## src/rtl/p1_byte_packer.sv

```systemverilog
// p1_byte_packer
// Packs a serial byte stream (most significant byte first) into 32-bit
// words. Three bytes are held in a partial word; the fourth byte is merged
// with them directly into a single-entry output buffer, so a full word
// appears one clock after its last byte.
//
// Ports:
//   clk       - clock, all state updates on the rising edge
//   reset     - asynchronous, active-high reset
//   clear     - synchronous discard of the partial word (output buffer kept)
//   in_valid  - in_data holds a byte
//   in_data   - input byte
//   in_ready  - a byte can be accepted this cycle (combinational)
//   out_valid - out_word holds a complete word
//   out_word  - assembled word, first byte in bits [31:24]
//   out_ready - downstream takes out_word this cycle
//   byte_cnt  - number of bytes held in the partial word (0-3)
module p1_byte_packer (
  input  logic        clk,
  input  logic        reset,
  input  logic        clear,
  input  logic        in_valid,
  input  logic [7:0]  in_data,
  output logic        in_ready,
  output logic        out_valid,
  output logic [31:0] out_word,
  input  logic        out_ready,
  output logic [1:0]  byte_cnt
);

  // Only three bytes are ever stored here; the fourth goes straight into
  // out_word together with these, which is what keeps the latency at 1.
  logic [23:0] partial_word;
  logic        accept;
  logic        word_done;
  logic        out_taken;

  // The only case that must stall is a fourth byte arriving while the
  // output buffer is full and not being drained on this same edge.
  assign in_ready  = (byte_cnt != 2'd3) || !out_valid || out_ready;
  assign accept    = in_valid && in_ready && !clear;
  assign word_done = accept && (byte_cnt == 2'd3);
  assign out_taken = out_valid && out_ready;

  // Partial-word assembly. Clear takes priority over an arriving byte.
  // Stale lane contents after a completed word need no wiping, since each
  // lane is rewritten before the next word reads it.
  always_ff @(posedge clk or posedge reset) begin
    if (reset) begin
      byte_cnt     <= 2'd0;
      partial_word <= 24'h000000;
    end else if (clear) begin
      byte_cnt     <= 2'd0;
      partial_word <= 24'h000000;
    end else if (accept) begin
      byte_cnt <= byte_cnt + 2'd1;
      case (byte_cnt)
        2'd0:    partial_word[23:16] <= in_data;
        2'd1:    partial_word[15:8]  <= in_data;
        2'd2:    partial_word[7:0]   <= in_data;
        default: partial_word        <= partial_word;
      endcase
    end
  end

  // Output buffer. Loading a new word wins over the handshake, so a
  // word completing on the same edge the old one leaves keeps out_valid
  // high without a bubble. Clear never touches this buffer.
  always_ff @(posedge clk or posedge reset) begin
    if (reset) begin
      out_word  <= 32'h00000000;
      out_valid <= 1'b0;
    end else if (word_done) begin
      out_word  <= {partial_word, in_data};
      out_valid <= 1'b1;
    end else if (out_taken) begin
      out_valid <= 1'b0;
    end
  end

endmodule

```

## config.mk

```make
export PLATFORM = sky130hd
export DESIGN_NAME = p1_byte_packer
export DESIGN_NICKNAME = d
export VERILOG_FILES = /design/src/rtl/p1_byte_packer.sv
export SDC_FILE = /design/constraint.sdc
export NUM_CORES = 1
export LEC_CHECK = 0
export CORE_MARGIN = 10
export CORE_UTILIZATION = 41
export CTS_BUF_LIST = sky130_fd_sc_hd__clkbuf_8 sky130_fd_sc_hd__clkbuf_16
export CTS_CLUSTER_DIAMETER = 30
export CTS_CLUSTER_SIZE = 20
export DETAILED_ROUTE_END_ITERATION = 16
export PLACE_DENSITY = 0.66
export SYNTH_ARGS = -nofsm -noshare
export SYNTH_HDL_FRONTEND = slang
export SYNTH_SLANG_ARGS = --single-unit
export TNS_END_PERCENT = 20
```

## constraint.sdc

```tcl
create_clock -name clk -period 2.95 [get_ports clk]
set_clock_uncertainty 0.2 [all_clocks]
set_input_delay 0.59 -clock clk [delete_from_list [all_inputs] [get_ports clk]]
set_output_delay 0.59 -clock clk [all_outputs]
set_load 0.05 [all_outputs]
```

# Yosys cells after proc, flatten, opt, wreduce, memory -nomap -nowiden
# Index checks and enable logic that the tools add are counted.
dict set report totals {
  reg_bits 59
  latchBits 0
  ram_bits 0
  rom_bits 0
  mem_count 0
}
dict set report op_classes {
  addsub 1
  n_mul 0
  n_div 0
  magnitude_cmp 0
  eq_ne 4
  shifts 0
  n_mux 9
  n_bitwise 0
  reduce_logical 17
}
# cell count
set op_table {}
lappend op_table {{two-way mux 24 bit} 2}
lappend op_table {{two-way mux 8 bit} 3}
lappend op_table {{nonzero test 2 bit} 5}
lappend op_table {{AND reduction 2 bit} 3}
lappend op_table {{equality test 2 bit, second input constant} 2}
lappend op_table {{logical AND 1 bit} 4}
lappend op_table {{two-way mux 2 bit} 2}
lappend op_table {{adder 2 x 1 -> 2 bit, second input constant} 1}
lappend op_table {{equality test 2 x 1 -> 1 bit, second input constant} 1}
lappend op_table {{zero test 1 bit} 2}
lappend op_table {{zero test 2 bit} 1}
lappend op_table {{logical OR 1 bit} 2}
lappend op_table {{two-way mux 1 bit} 2}
lappend op_table {{inequality test 2 bit, second input constant} 1}

# Logic depth before layout (Yosys ltp)
dict set report depth {
  depth_word 7
  depth_mapped 5
  mapped_depth_nobuf 4
}

# Worst setup path after synthesis
# Ideal clock, no wire load.
dict set report synth_timing {
  path_kind {register to register}
  start {reg byte_cnt[0]}
  end {reg partial_word[17]}
  setup_time_ns 0.126
  arrival_time_ns 2.178
  path_slack_ns 0.446
  stages_incl_launch_ff 6
  synth_period_minus_slack_ns 2.504
  cell_sequence {dfrtp_1 -> ha_1 -> nand3b_1 -> and3_1 -> buf_2 -> mux2i_1}
}
dict set report synth_via {
  elab_chain_len 7
  elab_cells_between_ends 9
  cone_classes {1 x eq/ne; 8 x reduce/logical}
}
# item line_no
set synth_lines {}
lappend synth_lines {{start, declared} 28} ;# output logic [1:0] byte_cnt
lappend synth_lines {{start signal, assigned} 56} ;# byte_cnt <= byte_cnt + 2'd1;
lappend synth_lines {{inequality test 2 bit} 40} ;# assign in_ready = (byte_cnt != 2'd3) || !out_valid || out_ready;
lappend synth_lines {{logical OR 1 bit (2 in series)} 40}
lappend synth_lines {{named net in_ready} 24} ;# output logic in_ready,
lappend synth_lines {{logical AND 1 bit (2 in series)} 41} ;# assign accept = in_valid && in_ready && !clear;
lappend synth_lines {{nonzero test 2 bit (no line)} n/a}
lappend synth_lines {{AND reduction 2 bit (no line)} n/a}
lappend synth_lines {{end signal, assigned} 58} ;# 2'd0: partial_word[23:16] <= in_data;
lappend synth_lines {{end signal, assigned} 61} ;# default: partial_word <= partial_word;
lappend synth_lines {{end, declared} 33} ;# logic [23:0] partial_word;
# The timed path passes the listed nets, and every way through them passes these cells.
# A chain may end at the register's enable or synchronous reset.

# Worst setup path in the final report
dict set report layout_timing {
  start {in out_ready}
  end {out in_ready}
}
dict set report layout_via {
  elab_chain_len 1
}
# item line_no
set layout_lines {}
lappend layout_lines {{start, declared} 27} ;# input logic out_ready,
lappend layout_lines {{logical OR 1 bit} 40}
lappend layout_lines {{end, declared} 24}
# Every way passes these cells.

==> flow_metrics.py <==
metrics = {
    "clock_network": {
        "clock_sinks": 59,
        "clockRootBuffer": "clkbuf_8",
        "cts_tree": "built",
        "numCtsBuffers": 9,
        "post_cts_buffers": 0,
        "clockBufferDepth": 2,
        "ctsResizeCount": 0,
        "htreeDepth": 3,
        "clk_latency_ps": 320,
        "hold_buffers": 0,
        "path_clk_slew_ps": 70,
    },
    "power": {
        "sw_frac_of_total_pct": 26.9,
        "p_comb_share_pct": 16.3,
        "seqPwrFrac_pct": 45.0,
        "powerDensity_nw_per_um2": 595,
        "p_clk_share_pct": 38.7,
        "p_int_uw": 1440,
        "switching_power_uw": 528,
        "worst_ir_drop_vdd_uv": 311,
        "leakagePower_uw": 0.00159,
    },
    "global_route": {
        "antenna_found_initial": 0,
        "grt_max_degree": 38,
        "grt_pass1_wl_um": 8780,
        "grt-ovfl-total": 0,
        "grt.total_usage_pct": 11.2,
        "grt_pass1_vias": 1772,
    },
    "sta": {
        "fin_crit_ps": 2420,
        "fin_ws_ps": 528,
        "setup_viol": 0,
        "hold_violations": 0,
        "fin_crit_sh_pct": 82.1,
        "timing.hold.ws_ps": 290,
        "rsz0062_at_grt": "no",
        "relSlewSlack_pct": 65.2,
        "max_freq_mhz": 413,
        "finalMaxSlewViolations": 0,
        "worst_pin_slew_ps": 522,
        "finalSetupTns_ps": 0,
    },
    "finish": {
        "seqCellArea_um2": 1480,
        "finalInstanceArea_um2": 3300,
        "num_antenna_cells": 0,
        "nFillCells": 543,
        "area_growth_pct": 31.1,
        "nets": 250,
        "drive_above_1_share_pct": 22.3,
        "multi_input_area_um2": 970,
    },
    "hold_path": {
        "worst_hold_startpoint": "out_word[29]",
        "hold_path_class": "reg -> reg",
    },
    "setup_path": {
        "start_kind": "primary input",
        "crit_type": "in -> out",
        "cp_num_buf_inv": 2,
        "worstPathRequired_ps": 2160,
        "crit_start": "out_ready",
        "crit_slowest_cell": "clkdlybuf4s50_1",
        "path_cells": "clkdlybuf4s50_1 -> nand3b_1 -> buf_12",
        "arrival_ps": 1630,
        "critPathMaxStageDelay_ps": 400,
        "path_delay_family": "buffers and inverters",
        "reg2reg_from": "byte_cnt[0]",
        "worst_setup_path_end_kind": "primary output",
        "cp_max_fo": 9,
    },
    "logic_synthesis": {
        "yosysSeqAreaShare_pct": 58.6,
        "syn-cell-area_um2": 2520,
        "yosysUniqueCellTypes": 22,
        "syn_inst": 180,
        "syn-num-nets": 197,
        "yosysWarnings": 0,
        "synth-seq-cells": 59,
        "avgSynthCellArea_um2": 14.0,
    },
    "routing": {
        "drt_wl_total_um": 5130,
        "via_count": 1521,
        "dr.pass1.iters": 3,
        "postRouteAntennaNets": 0,
        "drc_errors": 0,
        "wl_per_cell_um": 16.4,
        "avgViaCountPerCell": 4.86,
        "drtIter0Drc": 57,
    },
    "floorplanning": {
        "std_cell_rows": 28,
        "io_pins": 49,
        "die_area_um2": 9680,
        "die_w_um": 98.4,
        "coreArea_um2": 5960,
        "die_h_um": 98.4,
        "initial_core_util_pct": 42.3,
    },
    "place": {
        "dp_slack_ps": 445,
        "portBuffers": 48,
        "postPlaceCellArea_um2": 3090,
        "gp_congestion": 0.735,
        "hpwlAfterDp_um": 3420,
    },
    "flow_run": {
        "cap_violations": 0,
    },
    "status": {
        "outcome": "completed",
    },
}
-- area by class of cell --
type | count | share of cell area [%]
clock buffers | 12 | 5.00
flip-flops and latches | 59 | 44.7
clock inverters | 4 | 1.44
well taps | 75 | 2.84
multi-input cells | 109 | 29.4
repair buffers | 51 | 16.3
inverters | 3 | 0.341
-- synth_stat cells --
cell type / instances / area, µm²
nand3_1: 3 / 15.0
buf_2: 1 / 5.00
mux2_1: 3 / 33.8
buf_4: 1 / 7.51
mux2i_1: 24 / 240
nand4b_1: 1 / 8.76
dfrtp_1: 59 / 1480
buf_6: 3 / 33.8
nor3b_4: 1 / 18.8
ha_1: 4 / 50.1
clkbuf_1: 4 / 15.0
and2_1: 1 / 6.26
nand2b_1: 34 / 213
mux2_2: 29 / 327
and3_1: 2 / 12.5
nor2_1: 1 / 3.75
o31ai_1: 1 / 7.51
nand3_2: 1 / 10.0
nand2_2: 1 / 6.26
inv_1: 3 / 11.3
o21ai_0: 2 / 10.0
nand3b_1: 1 / 7.51
-- flip-flops by register name, indices dropped and copies added (netlist names) --
register      flops
out_valid         1
partial_word     24
out_word         32
byte_cnt          2
-- power groups by stage --
stage | Clock, µW | Sequential [µW] | Combinational, µW
2_1_floorplan | 0 | 1010 | 96.8
3_3_place_gp | 0 | 898 | 321
3_5_place_dp | 0 | 900 | 325
4_1_cts | 780 | 885 | 327
5_1_grt | 818 | 891 | 343
6_report | 760 | 884 | 321
-- stage by stage --
stage                     total power [µW]  instances  util, %
after floorplan                       1110        180        -
after global placement                1220        297     51.9
after detailed placement              1220        297     51.9
after CTS                             1990        313     55.4
after global routing                  2050        313     55.4
final                                 1960        313     55.4
-- final timing paths --
kind	to	slack, ps	depth (start not counted)
max in group asynchronous	out_word[3]	1550	3
min in group asynchronous	partial_word[2]	420	2
worst min register to register	out_word[29]	290	1
worst max-delay path	in_ready	530	3
worst max register to register	partial_word[6]	900	4
worst min-delay path	out_word[29]	290	1
-- layout by cell type, fill, tap and decap left out, types with 2 or more instances in the layout --
master and n:
nand3_1 3, mux2_2 29, o21ai_0 2, ha_1 4
clkbuf_8 12, mux2_1 3, clkdlybuf4s50_1 47, dfrtp_1 59
inv_1 2, clkinv_2 2, mux2i_1 24, nand2b_1 34
buf_12 3, and3_1 2
-- per-layer routing --
metal,share of wire [%],routed length (µm),global-route usage (%),vias up
met5,0,0,0,-
met4,0.37,19,2.98,0
met3,6.7,344,5.85,2
met2,49,2520,18.4,41
met1,44,2250,12.4,761
li1,-,-,-,717
-- kinds of logic after synthesis --
logic type | synth area share, %
simple gates | 12.0
compound gates | 0.696
buf+inv | 2.88
fa+ha+maj | 1.99
mux | 23.8
flops | 58.6
No activity file was read; power rests on OpenSTA's default activity.
